## config.mk

```make
export PLATFORM = sky130hd
export DESIGN_NAME = fc_mem_arbiter_flat
export DESIGN_NICKNAME = d
export VERILOG_FILES = /design/src/rtl/fc_mem_arbiter_if.sv /design/src/rtl/fc_mem_arbiter.sv /design/src/flat_wrapper.sv
export SDC_FILE = /design/constraint.sdc
export NUM_CORES = 1
export LEC_CHECK = 0
export ABC_AREA = 1
export BUFFER_PORTS_ARGS = -buffer_cell sky130_fd_sc_hd__buf_2
export CORE_MARGIN = 5
export CORE_UTILIZATION = 44
export CTS_CLUSTER_DIAMETER = 50
export DETAILED_ROUTE_END_ITERATION = 16
export GPL_TIMING_DRIVEN = 1
export HOLD_SLACK_MARGIN = 0.12
export PLACE_DENSITY = 0.77
export SLEW_MARGIN = 20
export SYNTH_ARGS = -nofsm -noshare
export SYNTH_HDL_FRONTEND = slang
export SYNTH_SLANG_ARGS = --single-unit
```

## constraint.sdc

```tcl
create_clock -name clk -period 1.6 [get_ports clk]
set_input_delay 0.08 -clock clk [delete_from_list [all_inputs] [get_ports clk]]
set_output_delay 0.08 -clock clk [all_outputs]
set_load 0.02 [all_outputs]
```

## src/rtl/fc_mem_arbiter_if.sv

```systemverilog
// Signal bundle between the burst requesters, the shared memory read port and fc_mem_arbiter.
// The arbiter connects through the slave modport; requesters and memory use master.
interface fc_mem_arbiter_if #(
  parameter int NUM_REQ           = 2,
  parameter int WORD_SIZE         = 16,
  parameter int MEM_ADDRESS_WIDTH = 10,
  parameter int COUNT_WIDTH       = 8
);
  logic [NUM_REQ-1:0]                   req;
  logic [NUM_REQ*MEM_ADDRESS_WIDTH-1:0] req_addr;
  logic [NUM_REQ*COUNT_WIDTH-1:0]       req_count;
  logic [NUM_REQ-1:0]                   grant;
  logic [NUM_REQ-1:0]                   data_valid;
  logic [WORD_SIZE-1:0]                 data;
  logic [NUM_REQ-1:0]                   burst_done;
  logic                                 busy;
  logic [MEM_ADDRESS_WIDTH-1:0]         mem_addr;
  logic [WORD_SIZE-1:0]                 mem_data;

  modport master (
    output req, req_addr, req_count, mem_data,
    input  grant, data_valid, data, burst_done, busy, mem_addr
  );

  modport slave (
    input  req, req_addr, req_count, mem_data,
    output grant, data_valid, data, burst_done, busy, mem_addr
  );
endinterface

```

## src/rtl/fc_mem_arbiter.sv

```systemverilog
// Round-robin arbiter sharing one weight/bias memory read port between NUM_REQ burst requesters.
// A granted burst streams base..base+count-1 and is never preempted; one idle cycle separates bursts.
module fc_mem_arbiter #(
  parameter int NUM_REQ           = 2,
  parameter int WORD_SIZE         = 16,
  parameter int MEM_ADDRESS_WIDTH = 10,
  parameter int COUNT_WIDTH       = 8
) (
  input logic              clk,
  input logic              rst,
  fc_mem_arbiter_if.slave  bus
);
  localparam int IDX_W = $clog2(NUM_REQ);

  localparam logic [1:0] ST_IDLE  = 2'd0;
  localparam logic [1:0] ST_BURST = 2'd1;
  localparam logic [1:0] ST_DRAIN = 2'd2;

  logic [1:0]                   state_reg;
  logic [IDX_W-1:0]             last_owner_reg;
  logic [COUNT_WIDTH-1:0]       remaining_reg;
  logic [NUM_REQ-1:0]           grant_reg;
  logic [NUM_REQ-1:0]           valid_reg;
  logic [NUM_REQ-1:0]           done_reg;
  logic [MEM_ADDRESS_WIDTH-1:0] addr_reg;

  logic [MEM_ADDRESS_WIDTH-1:0] base_arr  [NUM_REQ];
  logic [COUNT_WIDTH-1:0]       count_arr [NUM_REQ];

  logic               win_found;
  logic [IDX_W-1:0]   win_idx;
  logic [IDX_W-1:0]   cand_idx;
  logic [NUM_REQ-1:0] win_onehot;
  logic [NUM_REQ-1:0] owner_onehot;

  generate
    for (genvar gi = 0; gi < NUM_REQ; gi++) begin : g_slice
      assign base_arr[gi]  = bus.req_addr[gi*MEM_ADDRESS_WIDTH +: MEM_ADDRESS_WIDTH];
      assign count_arr[gi] = bus.req_count[gi*COUNT_WIDTH +: COUNT_WIDTH];
    end
  endgenerate

  // Walk offsets from farthest to nearest so the requester closest after last_owner wins.
  always_comb begin
    win_found = 1'b0;
    win_idx   = '0;
    cand_idx  = '0;
    for (int k = NUM_REQ; k >= 1; k--) begin
      cand_idx = IDX_W'((int'(last_owner_reg) + k) % NUM_REQ);
      if (bus.req[cand_idx]) begin
        win_found = 1'b1;
        win_idx   = cand_idx;
      end
    end
  end

  assign win_onehot   = {{(NUM_REQ-1){1'b0}}, 1'b1} << win_idx;
  assign owner_onehot = {{(NUM_REQ-1){1'b0}}, 1'b1} << last_owner_reg;

  always_ff @(posedge clk or posedge rst) begin
    if (rst) begin
      state_reg      <= ST_IDLE;
      last_owner_reg <= IDX_W'(NUM_REQ - 1);
      remaining_reg  <= '0;
      grant_reg      <= '0;
      valid_reg      <= '0;
      done_reg       <= '0;
      addr_reg       <= '0;
    end else begin
      case (state_reg)
        ST_IDLE: begin
          grant_reg <= '0;
          valid_reg <= '0;
          done_reg  <= '0;
          if (win_found) begin
            last_owner_reg <= win_idx;
            grant_reg      <= win_onehot;
            // A zero-length burst skips straight to the single completion cycle.
            if (count_arr[win_idx] == '0) begin
              state_reg <= ST_DRAIN;
              done_reg  <= win_onehot;
            end else begin
              state_reg     <= ST_BURST;
              addr_reg      <= base_arr[win_idx];
              remaining_reg <= count_arr[win_idx] - COUNT_WIDTH'(1);
            end
          end
        end
        ST_BURST: begin
          valid_reg <= owner_onehot;
          if (remaining_reg == '0) begin
            state_reg <= ST_DRAIN;
            done_reg  <= owner_onehot;
          end else begin
            addr_reg      <= addr_reg + MEM_ADDRESS_WIDTH'(1);
            remaining_reg <= remaining_reg - COUNT_WIDTH'(1);
          end
        end
        default: begin
          state_reg <= ST_IDLE;
          grant_reg <= '0;
          valid_reg <= '0;
          done_reg  <= '0;
        end
      endcase
    end
  end

  assign bus.grant      = grant_reg;
  assign bus.data_valid = valid_reg;
  assign bus.burst_done = done_reg;
  assign bus.busy       = (state_reg != ST_IDLE);
  assign bus.mem_addr   = addr_reg;
  assign bus.data       = bus.mem_data;
endmodule

```

## src/flat_wrapper.sv

```systemverilog
// flat-port wrapper written by rule: the top's interface ports become plain ports
module fc_mem_arbiter_flat 
#(
  parameter int NUM_REQ           = 2,
  parameter int WORD_SIZE         = 16,
  parameter int MEM_ADDRESS_WIDTH = 10,
  parameter int COUNT_WIDTH       = 8
)
  (clk, rst, bus_req, bus_req_addr, bus_req_count, bus_mem_data, bus_grant, bus_data_valid, bus_data, bus_burst_done, bus_busy, bus_mem_addr);
  fc_mem_arbiter_if #(.NUM_REQ(NUM_REQ), .WORD_SIZE(WORD_SIZE), .MEM_ADDRESS_WIDTH(MEM_ADDRESS_WIDTH), .COUNT_WIDTH(COUNT_WIDTH)) bus_i ();
  input logic clk;
  input logic rst;
  input wire logic [$bits(bus_i.req)-1:0] bus_req;
  input wire logic [$bits(bus_i.req_addr)-1:0] bus_req_addr;
  input wire logic [$bits(bus_i.req_count)-1:0] bus_req_count;
  input wire logic [$bits(bus_i.mem_data)-1:0] bus_mem_data;
  output wire logic [$bits(bus_i.grant)-1:0] bus_grant;
  output wire logic [$bits(bus_i.data_valid)-1:0] bus_data_valid;
  output wire logic [$bits(bus_i.data)-1:0] bus_data;
  output wire logic [$bits(bus_i.burst_done)-1:0] bus_burst_done;
  output wire logic [$bits(bus_i.busy)-1:0] bus_busy;
  output wire logic [$bits(bus_i.mem_addr)-1:0] bus_mem_addr;
  assign bus_i.req = bus_req;
  assign bus_i.req_addr = bus_req_addr;
  assign bus_i.req_count = bus_req_count;
  assign bus_i.mem_data = bus_mem_data;
  assign bus_grant = bus_i.grant;
  assign bus_data_valid = bus_i.data_valid;
  assign bus_data = bus_i.data;
  assign bus_burst_done = bus_i.burst_done;
  assign bus_busy = bus_i.busy;
  assign bus_mem_addr = bus_i.mem_addr;
  fc_mem_arbiter #(.NUM_REQ(NUM_REQ), .WORD_SIZE(WORD_SIZE), .MEM_ADDRESS_WIDTH(MEM_ADDRESS_WIDTH), .COUNT_WIDTH(COUNT_WIDTH)) u_core (.clk(clk), .rst(rst), .bus(bus_i));
endmodule
```

Yosys cells after proc, flatten, opt, wreduce, memory -nomap -nowiden
Index checks and enable logic that the tools add are counted.
{"block": "totals", "latchBits": 0, "elab_cells": 64, "output_inout_bits": 33, "ramBits": 0, "n_memories": 0, "mem_bits_ro": 0, "register_bits": 27}
{"block": "op_classes", "n_bitwise": 1, "muxes": 33, "add_sub_neg": 5, "n_shift": 2, "eq_ne": 5, "div": 0, "n_reduce_logical": 8, "n_lt_le_gt_ge": 3, "multipliers": 0}
{"cell": "two-way mux 10 bit", "count": 6}
{"cell": "two-way mux 8 bit", "count": 6}
{"cell": "case mux 10 bit (2 select lines)", "count": 1}
{"cell": "zero test 8 bit", "count": 2}
{"cell": "two-way mux 2 bit", "count": 8}
{"cell": "case mux 8 bit (2 select lines)", "count": 1}
{"cell": "subtractor 8 x 1 -> 8 bit, second input constant", "count": 2}
{"cell": "case mux 2 bit (2 select lines)", "count": 3}
{"cell": "adder 10 x 1 -> 10 bit, second input constant", "count": 1}
{"cell": "two-way mux 1 bit", "count": 8}
{"cell": "less-than comparator 1 x 2 -> 1 bit, second input constant", "count": 2}
{"cell": "inequality test 2 x 1 -> 1 bit, second input constant", "count": 2}
{"cell": "inequality test 2 bit, second input constant", "count": 2}
{"cell": "AND reduction 2 bit", "count": 2}
{"cell": "AND reduction 4 bit", "count": 1}
{"cell": "nonzero test 2 bit", "count": 2}
{"cell": "<< shifter 1 x 1 -> 2 bit, first input constant", "count": 2}
{"cell": "adder 1 bit, second input constant", "count": 2}
{"cell": "== test 2 x 1 -> 1 bit, second input constant", "count": 1}
{"cell": "greater-or-equal comparator 2 bit, second input constant", "count": 1}
{"cell": "zero test 2 bit", "count": 1}
{"cell": "NOT 1 -> 2 bit", "count": 1}

Depth between registers and ports, before layout
{"block": "depth", "depth_word": 13, "ltp_mapped": 13, "mapped_depth_nobuf": 12}

Worst setup path after synthesis
No wires, ideal clock.
{"block": "synth_timing", "path_type": "reg-to-reg", "startpoint": "reg u_core.last_owner_reg", "endpoint": "reg u_core.remaining_reg[2]", "path_stages_with_launch": 12, "path_buffers": 1, "setup_ps": 74, "path_slack_ps": -100, "t_arrival_ps": 1626, "period_less_slack_ps": 1700, "t_required_ps": 1526, "cell_sequence": "dfstp_2 -> nand2_2 -> nand2_4 -> buf_6 -> nand2_1 -> nand3_1 -> nand2_1 -> ha_1 -> or2_2 -> nand2_1 -> nand2_1 -> o21ai_2"}
{"block": "synth_via", "elab_chain_len": 13}
{"element": "start, declared", "line": "fc_mem_arbiter.sv:20", "rtl": "logic [IDX_W-1:0] last_owner_reg;"}
{"element": "start signal, assigned", "line": "fc_mem_arbiter.sv:63", "rtl": "last_owner_reg <= IDX_W'(NUM_REQ - 1);"}
{"element": "start signal, assigned", "line": "fc_mem_arbiter.sv:76", "rtl": "last_owner_reg <= win_idx;"}
{"element": "adder 1 bit", "line": "fc_mem_arbiter.sv:49", "rtl": "cand_idx = IDX_W'((int'(last_owner_reg) + k) % NUM_REQ);"}
{"element": "two-way mux 1 bit (implied by the code) (2 in a row)", "line": "fc_mem_arbiter.sv:50", "rtl": "if (bus.req[cand_idx]) begin"}
{"element": "two-way mux 1 bit (2 in a row)", "line": "fc_mem_arbiter.sv:50"}
{"element": "NOT 1 -> 2 bit (implied by the code)", "line": "fc_mem_arbiter.sv:79, fc_mem_arbiter.sv:85"}
{"element": "two-way mux 8 bit (implied by the code) (3 in a row)", "line": "fc_mem_arbiter.sv:79, fc_mem_arbiter.sv:85"}
{"element": "subtractor 8 x 1 -> 8 bit", "line": "fc_mem_arbiter.sv:85", "rtl": "remaining_reg <= count_arr[win_idx] - COUNT_WIDTH'(1);"}
{"element": "two-way mux 8 bit", "line": "fc_mem_arbiter.sv:79", "rtl": "if (count_arr[win_idx] == '0) begin"}
{"element": "two-way mux 8 bit", "line": "fc_mem_arbiter.sv:75", "rtl": "if (win_found) begin"}
{"element": "case mux 8 bit (2 select lines)", "line": "fc_mem_arbiter.sv:70", "rtl": "case (state_reg)"}
{"element": "end signal, assigned", "line": "fc_mem_arbiter.sv:85"}
{"element": "end signal, assigned", "line": "fc_mem_arbiter.sv:96", "rtl": "remaining_reg <= remaining_reg - COUNT_WIDTH'(1);"}
{"element": "end, declared", "line": "fc_mem_arbiter.sv:21", "rtl": "logic [COUNT_WIDTH-1:0] remaining_reg;"}
Parallel ways exist; a longest one is shown, timed or not. The select of a mux whose other input is x is not followed.
A chain may end at the register's enable or synchronous reset.

Worst setup path after layout
{"block": "layout_timing", "startpoint": "reg u_core.last_owner_reg", "endpoint": "reg u_core.addr_reg[0], in the netlist u_core.bus.mem_addr[0]"}
{"block": "layout_via", "elab_chain_len": 12}
{"element": "adder 1 bit", "line": "fc_mem_arbiter.sv:49"}
{"element": "two-way mux 1 bit (implied by the code) (2 in a row)", "line": "fc_mem_arbiter.sv:50"}
{"element": "two-way mux 1 bit (2 in a row)", "line": "fc_mem_arbiter.sv:50"}
{"element": "NOT 1 -> 2 bit (implied by the code)", "line": "fc_mem_arbiter.sv:79, fc_mem_arbiter.sv:84"}
{"element": "two-way mux 8 bit (implied by the code) or two-way mux 10 bit (tied branches) (3 in a row)", "line": "fc_mem_arbiter.sv:79, fc_mem_arbiter.sv:84"}
{"element": "zero test 8 bit or two-way mux 10 bit (tied branches)", "line": "fc_mem_arbiter.sv:79"}
{"element": "inequality test 2 bit (no line) or two-way mux 10 bit (tied branches)"}
{"element": "AND reduction 4 bit (no line) or case mux 10 bit (2 select lines) (tied branches)"}
{"element": "end signal, assigned", "line": "fc_mem_arbiter.sv:84", "rtl": "addr_reg <= base_arr[win_idx];"}
{"element": "end signal, assigned", "line": "fc_mem_arbiter.sv:95", "rtl": "addr_reg <= addr_reg + MEM_ADDRESS_WIDTH'(1);"}
{"element": "end, declared", "line": "fc_mem_arbiter.sv:25", "rtl": "logic [MEM_ADDRESS_WIDTH-1:0] addr_reg;"}
Parallel ways exist; a longest one is shown, timed or not. The select of a mux whose other input is x is not followed.

==> results.txt <==
Status: finished, violations left
Failing checks: setup timing
Post-layout min period: 1.82 ns
Met3 usage: 3.95%
Global-route met2 utilization: 29.9%
Row cnt: 25
Sink Count: 27
Reg2Reg Depth: 12
FF-to-FF setup slack: -0.22 ns
Post-placement cell area: 2500 sq um
Synthesized area per cell: 6.73 sq um
Critical Path Start: u_core.last_owner_reg
Vias per Instance: 5.27
Yosys reg bits: 27
Register area share after synthesis: 31.6%
GRT busiest layer: met2
GR Util All Layers: 17.7%
Worst Path Required: 1.78 ns
Final net count: 446
Final period util: 114%
Count of cell types in the netlist: 30
Post-synth top cells: 103 x nand2_1, 37 x inv_1, 26 x dfrtp_1, 25 x o21ai_0, 24 x nor2_1
Routability Congestion: 0.940
First-pass GRT wire length: 9110 um
CTS root buf: clkbuf_8
Worst slack at placement: -0.163 ns
Max-slew violation count: 0
Routed WL per cell: 14.5 um
Share of the synthesized area in the top cell type: 30.4%
DRT Wirelength: 6590 um
Worst setup margin: -0.217 ns
Final Hold Viols: 0
RSZ-0062 raised after global routing: yes
Largest area contributor in the netlist: dfrtp_1
Number of synthesized flops with an enable pin: 0
Fmax: 550 MHz
Die X: 79.8 um
Total number of vias: 2,391
Skew final: 0.00251 ns
Worst-Margin Slew: 0.344 ns
IO Count: 89
# diodes: 0
Worst hold path depth: 5
Count leader, synth: nand2_1
Post-Synthesis Cells: 318
Die Y: 79.8 um
CP arrival: 1.99 ns
Setup violators final: 21
CTS tree: yes
Startpoint class of the critical path: flip-flop
HP Class: input pin to flip-flop
Die area: 6360 sq um
Syn_nets: 376
Initial antenna violation count: 0
Final ANT Viol Nets: 0
Largest net degree at the start of global routing: 28
Max clock buf depth: 2
Clock Latency Late Sink: 0.28 ns
Hold Worst Slack: 0.155 ns
Setup crit end kind: flip-flop
Top cells by area, synth: dfrtp_1 30%, nand2_1 18%, inv_1 6.5%
Pwr dens: 1860 nW/um^2
Tot Pwr: 5.51 mW
P_leak: 1.54 nW
Maximum vdd ir drop: 0.740 mV
Layout cell share with drive strength beyond 1: 44.4%
Asr flop ratio synth: 100%
RR Startpoint: u_core.last_owner_reg
DP Wirelength: 4170 um
Critical path class: flip-flop to flip-flop
Finished Cell Area: 2960 sq um
Worst R2R End: u_core.bus.mem_addr[0]
H-tree Lvls: 1
Core area: 4720 sq um
DRC viols: 0
Syn-to-layout area delta: 38.3%
Initial core utilization: 45.3%
Slew HR: 77.0%
Yosys warns: 0
TNS Setup: -3.56 ns
Hold Startpoint: bus_req_addr[11]
Max-cap violation count: 0
Max reg flops: 10
TritonRoute pass-1 iters: 4
Crit-path max FO: 7
Met1 usage: 22.2%
GR Overflow Total: 0
Worst-path clk slew: 0.09 ns
IO buf count: 56
Prevailing post-synth register cell: dfrtp_1
Post-Synthesis Cell Area: 2140 sq um
Worst Hold Path EP: u_core.bus.mem_addr[1]
TritonCTS buffer count: 3
Vias in the first global route: 2,041
Initial DRC count: 175
[where the power goes]
group / switching [mW] / internal [mW] / total, mW
Combinational: 2.30 / 1.53 / 3.83
Clock: 0.222 / 0.175 / 0.397
Sequential: 0.254 / 1.04 / 1.29
[critical path, stage by stage (launching register included)]
cell and delay, ns:
dfstp_2 0.57, nand2_4 0.12, nand2_8 0.12, nand2_1 0.08, nand2_2 0.09, nand2_2 0.07, nor2_4 0.12, nand3_4 0.12
nand2_8 0.12, buf_12 0.15, inv_12 0.05, nand2_1 0.07, nand2_2 0.05
[final cells by class]
type,count,area [sq um]
Tap cell,67,83.8
Timing Repair inverter,3,38.8
Multi-Input combinational cell,226,1350
Sequential cell,27,678
Fill cell,368,1760
Clock inverter,1,5.00
Inverter,39,163
Timing Repair Buffer,88,606
Clock buffer,3,41.3
[metal layers]
layer | vias up | wire length, um
li1 | 1133 | -
met1 | 1131 | 2430
met2 | 102 | 3480
met3 | 25 | 462
met4 | 0 | 210
met5 | - | 0
[cells by family (layout without fill, tap and decap cells)]
kind of cell / count (synthesis) / in the layout / synth area share (%)
compound gates: 45 / 45 / 13.2
xor+xnor: 3 / 3 / 1.23
flops: 27 / 27 / 31.6
simple gates: 175 / 176 / 36.3
buf+inv: 66 / 134 / 16.5
fa+ha+maj: 2 / 2 / 1.17
[how the worst max path moves through the flow]
stage                                          to  slack, ns  cells after the start
after floorplan            u_core.bus.mem_addr[2]      -0.05                     13
after global placement    u_core.remaining_reg[2]      -0.11                     11
after detailed placement   u_core.bus.mem_addr[9]      -0.16                     11
after CTS                 u_core.remaining_reg[6]      -0.11                     11
after global routing       u_core.bus.mem_addr[0]      -0.32                     12
final                      u_core.bus.mem_addr[0]      -0.22                     12
[layout by cell type, fill, tap and decap left out, types with 2 or more instances in the layout]
master,count
o21ai_2,13
o22ai_1,2
clkbuf_8,3
clkinvlp_4,2
nand3b_1,7
buf_12,4
xor2_1,3
nor2_1,21
inv_2,2
nor2_2,2
nand4_1,4
inv_1,35
nor3_1,4
o21ai_1,4
nor2_4,4
a21oi_1,2
nand2_2,32
nand2_1,71
buf_4,22
buf_2,56
dfrtp_1,25
nand2_8,2
o21ai_0,19
nand3_1,12
nand2_4,5
buf_6,4
nand3_2,10
[what timing repair did]
item | CTS | global route
pin swaps | 3 | 7
setup endpoints to repair | 20 | 23
resized for setup | 15 | 64
buffers inserted | 0 | 7
gates cloned | 1 | 5
hold buffers | 1 | 0
endpoints found under the hold margin | 26 | 0
[stage by stage]
step	instances	util (%)
3_3_place_gp	436	53.0
4_1_cts	442	55.3
2_1_floorplan	318	-
3_5_place_dp	436	53.0
5_1_grt	454	62.7
6_report	454	62.7
Power figures use the tool's default switching activity.
